$ cat config.mk
export PLATFORM = sky130hd
export DESIGN_NAME = fetch_stage
export DESIGN_NICKNAME = d
export VERILOG_FILES = /design/src/rtl/fetch_stage.sv
export SDC_FILE = /design/constraint.sdc
export NUM_CORES = 1
export LEC_CHECK = 0
export ABC_CLOCK_PERIOD_IN_PS = 6080
export CAP_MARGIN = 30
export CORE_MARGIN = 4
export CORE_UTILIZATION = 46
export DETAILED_ROUTE_END_ITERATION = 12
export PLACE_DENSITY_LB_ADDON = 0.05
export SLEW_MARGIN = 20
export SYNTH_ARGS = -nofsm -noshare
export SYNTH_HDL_FRONTEND = slang
export SYNTH_SLANG_ARGS = --single-unit
$ cat constraint.sdc
create_clock -name CLK -period 6.08 [get_ports CLK]
set_input_delay 1.824 -clock CLK [delete_from_list [all_inputs] [get_ports CLK]]
set_output_delay 1.824 -clock CLK [all_outputs]
set_load 0.03 [all_outputs]
$ cat src/rtl/fetch_stage.sv
// Instruction fetch stage: owns the PC, issues instruction-memory reads and
// fills the IF/ID register, with stall/flush/redirect handling and a HALT stop.
module fetch_stage #(
    parameter logic [31:0] PC_INIT = 32'h0000_0000
) (
    input  logic        CLK,
    input  logic        RST,
    input  logic        ihit,
    input  logic [31:0] imemload,
    output logic        imemREN,
    output logic [31:0] imemaddr,
    input  logic        stall,
    input  logic        flush,
    input  logic        redirect,
    input  logic [31:0] redirect_pc,
    input  logic        halt_in,
    output logic [31:0] instr_out,
    output logic [31:0] npc_out,
    output logic        valid_out,
    output logic        halted,
    output logic [31:0] fetch_count
);

    typedef enum logic {
        FETCH  = 1'b0,
        HALTED = 1'b1
    } state_e;

    state_e      state_q, state_d;
    logic [31:0] pc_q, pc_d;
    logic [31:0] instr_q, instr_d;
    logic [31:0] npc_q, npc_d;
    logic        valid_q, valid_d;
    logic [31:0] count_q, count_d;
    logic        load;
    logic [31:0] pc_aligned;

    assign pc_aligned = {pc_q[31:2], 2'b00};

    // NOTE: every comb output gets a default first so no path can infer a latch.
    always_comb begin
        state_d = state_q;
        pc_d    = pc_q;
        instr_d = instr_q;
        npc_d   = npc_q;
        valid_d = valid_q;
        count_d = count_q;
        load    = 1'b0;

        if (state_q == FETCH) begin
            load = ihit && !stall && !flush && !redirect;

            if (redirect) begin
                pc_d = {redirect_pc[31:2], 2'b00};
            end else if (load) begin
                pc_d = pc_aligned + 32'd4;
            end

            // Wrong-path squash beats stall; a missed fetch leaves a bubble so
            // decode never sees the same instruction twice.
            if (flush || redirect) begin
                instr_d = '0;
                npc_d   = '0;
                valid_d = 1'b0;
            end else if (load) begin
                instr_d = imemload;
                npc_d   = pc_aligned + 32'd4;
                valid_d = 1'b1;
                count_d = count_q + 32'd1;
            end else if (!stall) begin
                instr_d = '0;
                npc_d   = '0;
                valid_d = 1'b0;
            end

            if (halt_in && valid_q && !flush && !redirect) begin
                state_d = HALTED;
            end
        end
    end

    // NOTE: sequential state uses non-blocking assignments so all flops update together.
    always_ff @(posedge CLK or posedge RST) begin
        if (RST) begin
            state_q <= FETCH;
            pc_q    <= PC_INIT;
            instr_q <= '0;
            npc_q   <= '0;
            valid_q <= 1'b0;
            count_q <= '0;
        end else begin
            state_q <= state_d;
            pc_q    <= pc_d;
            instr_q <= instr_d;
            npc_q   <= npc_d;
            valid_q <= valid_d;
            count_q <= count_d;
        end
    end

    assign imemREN     = (state_q == FETCH);
    assign halted      = (state_q == HALTED);
    assign imemaddr    = pc_aligned;
    assign instr_out   = instr_q;
    assign npc_out     = npc_q;
    assign valid_out   = valid_q;
    assign fetch_count = count_q;

endmodule

== Word-level counts from Yosys, hierarchy flattened ==
Index checks and enable logic that the tools add are counted.

* Shifts and indexed selects: 0
* Eq/ne operators: 1
* Bitwise gates (word level): 2
* Order comparisons: 0
* Divide/modulo/power cells: 0
* Multipliers: 0
* Multiplexer cells: 12
* $add $sub $neg: 2
* Reductions and logical operators: 14

{| class="wikitable"
|+ Operators by type and width
! kind !! number
|-
| 32-bit two-way mux || 7
|-
| 32-bit by 1-bit adder with 32-bit output (second input constant) || 1
|-
| 32-bit by 3-bit adder with 32-bit output (second input constant) || 1
|-
| 1-bit logical AND || 6
|-
| 1-bit two-way mux || 5
|-
| 2-bit AND reduction || 2
|-
| 1-bit logical NOT || 3
|-
| 3-bit by 1-bit inequality test with 1-bit output (second input constant) || 1
|-
| 3-bit AND reduction || 1
|-
| 1-bit inverter || 2
|-
| 2-bit nonzero test || 1
|-
| 1-bit logical OR || 1
|}

* Logic and storage cells: 37
* ROM bits: 0
* Latch bits: 0
* Memory bits (writable): 0
* Output and inout port bits: 131
* Memories: 0
* Register bits: 130
* Input port bits: 71

== Longest topological paths before layout ==
* Depth after elaboration: 6
* Gate-level depth with buffers: 7
* Mapped depth without buffers: 6

== Worst setup path before layout ==
OpenSTA, ideal clock, no wires.

* Path kind: input to register
* Start point: input redirect
* End point: register count_q[16], in the netlist fetch_count[16]
* Buffers on the path: 1
* Library setup time: 0.133 ns
* Stages on the path: 6
* Data arrival time: 3.034 ns
* Data required time: 5.947 ns
* Setup slack: 2.912 ns
* Cell sequence: nor2_1 > nand2_1 > buf_2 > nor4_2 > nand4_1 > xnor2_1

* Cells in the longest elaborated chain, start to end: 3
* Elaborated cells between the ends (all ways): 5
* Classes of those cells: bitwise (1); reduce/logical (4)

{| class="wikitable"
|+ RTL lines
! element !! RTL line !! RTL
|-
| start: declaration || 14 || <nowiki>input logic redirect,</nowiki>
|-
| 1-bit logical NOT or 1-bit logical OR (tied branches) || 51, 61 ||
|-
| 1-bit logical AND or 1-bit inverter (tied branches) || -- ||
|-
| 3-bit AND reduction (no line) * || -- ||
|-
| end signal: assignment || 97 || <nowiki>count_q <= count_d;</nowiki>
|-
| end: declaration || 34 || <nowiki>logic [31:0] count_q, count_d;</nowiki>
|}

Every way passes the cells marked *; elsewhere a longest branch is shown, timed or not.
A chain may end at the register's enable or synchronous reset.

== Worst setup path in the final report ==
* Start point: register state_q, in the netlist halted
* End point: output imemREN

* Cells in the longest elaborated chain, start to end: 1

{| class="wikitable"
|+ RTL lines
! element !! RTL line !! RTL
|-
| start: declaration || 29 || <nowiki>state_e state_q, state_d;</nowiki>
|-
| start signal: assignment || 92 || <nowiki>state_q <= state_d;</nowiki>
|-
| 1-bit inverter (no line) || -- ||
|-
| end: declaration || 10 || <nowiki>output logic imemREN,</nowiki>
|}

No other way between the ends.

==> flow_metrics.tcl <==
set metrics [dict create \
    ir_worst_vdd_mv 0.187 \
    synth_warnings 0 \
    yosys.area.top_type_share_pct 53.0 \
    synth_top_family_by_area "simple AND/OR/NAND/NOR gates" \
    reg2reg_from "pc_q[2]" \
    hold_path_class "flop to flop" \
    cellPowerDensity_nw_per_um2 225 \
    cts.sink_count 126 \
    cts_hold_buf 0 \
    synth_edf_count 0 \
    design.die.area_um2 14800 \
    synthesis.area_um2 5950 \
    drt-total-wl_um 16900 \
    drive_gt1_share_pct 6.58 \
    drt_iter0_drc 437 \
    whs_path_depth 2 \
    rr_worst_depth 6 \
    post_cts_buffers 0 \
    die_w_um 122 \
    crit_chain "inv_1 > clkdlybuf4s50_1" \
    synthDistinctLibCells 52 \
    yosys.area.top_type "dfrtp_1" \
    ys_seq_elements 126 \
    critPathCaptureType "output pin" \
    synth.area.mux_share_pct 0.337 \
    hpwl_um 11900 \
    maxSlewHeadroom_pct 38.0 \
    insertion_delay_ns 0.41 \
    first_pass_iters 5 \
    cts_tree "built" \
    hold_end "npc_out[2]" \
    grt_antenna_before_repair 0 \
    cts_resized 0 \
    synth-adder-area-share_pct 0.421 \
    tightestPinTransition_ns 0.929 \
    via_count 5299 \
    grt_use_total_pct 23.2 \
    mostFrequentLayoutCells "clkdlybuf4s50_1, dfrtp_1, nand2_1" \
    numCtsBuffers 17 \
    holdCritStartpoint "npc_out[2]" \
    path_max_fanout 12 \
    setup_tns_ns 0 \
    htree_levels 4 \
    final_nets 851 \
    cp-start-kind "flop" \
    syn_area_per_cell_um2 10.1 \
    wl_per_cell_um 17.6 \
    clk_path_buf_depth 2 \
    grt.overflow.total 0 \
    ant_nets 0 \
    synthCells 590 \
    grt_pass1_vias 5173 \
    rsz0062_at_grt "no" \
    max_freq_ghz 0.262 \
    reg2reg_slack_ns 3.56 \
    synth_xor_area_share_pct 8.25 \
    setup_viol 0 \
    rows 41 \
    antennaDiodeCount 0 \
    yosys.area_share.simple_pct 18.7 \
    hold_viol_final 0 \
    clock-skew-final_ns 0.00650 \
    synth_compound_area_share_pct 15.9 \
    grt_pass1_wl_um 27000 \
    cpLargestDelayFamily "buffers and inverters" \
    outcome "completed" \
    yosys-top-cells-area "dfrtp_1, nand2_1, a22o_1" \
    dpl-instance-area_um2 8020 \
    synth_ff_type "dfrtp_1" \
    drv_cap 0 \
    worst_slack_ns 2.27 \
    finalWeightedCongestion 0.840 \
    synthArstFlopShare_pct 100 \
    worstSetupPathType "flop to output pin" \
    stdcell_area_um2 8590 \
    p_leak_uw 0.00362 \
    port_buffers 195 \
    io_pins 202 \
    max_stage_delay_ns 0.77 \
    fin_crit_sh_pct 62.7 \
    die_y_um 122 \
    synthToLayoutAreaGrowth_pct 44.5 \
    start_util_pct 47.1 \
    final_common_cell "clkdlybuf4s50_1" \
    dp.cells 930 \
    finalMaxSlewViolations 0 \
    path_clk_slew_ns 0.05 \
    finalNonFillerCells 962 \
    fin_crit_ns 3.81 \
    critPathRequiredTime_ns 4.26 \
    post-place-ws_ns 1.86 \
    yosysSeqAreaShare_pct 53.0 \
    core_um2 12600 \
    critPathBufInv 2 \
    drc 0 \
    routed_via_density 5.51 \
    grt_max_degree 64 \
    timing.rr.end "pc_q[26]" \
    cts_root_buf "clkbuf_16" \
    critical_path_arrival_ns 1.99 \
    crit_slowest_cell "clkdlybuf4s50_1" \
]
Yosys cell counts, types with 8 or more instances:
library cell	instances
a21oi_1	20
a22o_1	33
a2bb2oi_1	8
and3_1	10
clkbuf_1	24
dfrtp_1	126
inv_1	10
nand2_1	82
nand3_1	30
nand4_1	16
nor2_1	29
nor3_1	16
o21ai_0	46
o22ai_1	9
xnor2_1	31
xor2_1	25
stage by stage:
stage	hold WS (ns)	utilization [%]	power, uW
floorplan	0.649	-	934
global placement	0.459	63.5	1010
detailed placement	0.463	63.6	1010
CTS	0.473	67.9	1950
global route	0.484	68.1	2000
finish	0.473	68.1	1930
state kept, by name, summed over array words and instances, names as in the netlist:
register	count
instr_out	32
halted	1
pc_q	30
valid_out	1
npc_out	30
fetch_count	32
routing by layer:
layer,vias up,global-route usage (%),part of all wire (%)
li1,2484,-,-
met1,2610,30.8,43
met4,0,7.07,1.3
met2,192,37.0,48
met5,-,0,0
met3,13,6.64,6.9
power breakdown:
group          switching, uW  internal [uW]
combinational           71.7           69.6
clock                    350            587
sequential              7.27            850
total                    429           1510
kinds of logic after synthesis:
family,Yosys count
compound gates,141
flops,126
fa+ha+maj,2
mux,2
other cells,1
simple gates,214
buf+inv,48
xor+xnor,56
worst max path at each step:
stage / depth (start not counted) / startpoint / endpoint
floorplan: 1 / RST / fetch_count[0]
global placement: 4 / redirect / pc_q[30]
detailed placement: 4 / redirect / pc_q[16]
CTS: 2 / halted / imemREN
global route: 7 / redirect / npc_out[5]
finish: 2 / halted / imemREN
tightest hold or removal path, stage by stage (launching register included):
cell and delay [ns]:
dfrtp_1 0.34, nand2_1 0.04, o21ai_0 0.06
area by class of cell:
cell class                      count  area, um^2
Clock buffer                       23         478
Clock inverter                      8        65.1
Fill cell                        1039        4030
Inverter                           11        43.8
Multi-Input combinational cell    419        2610
Sequential cell                   126        3150
Tap cell                          172         215
Timing Repair Buffer              203        2020
Power figures use the tool's default switching activity.
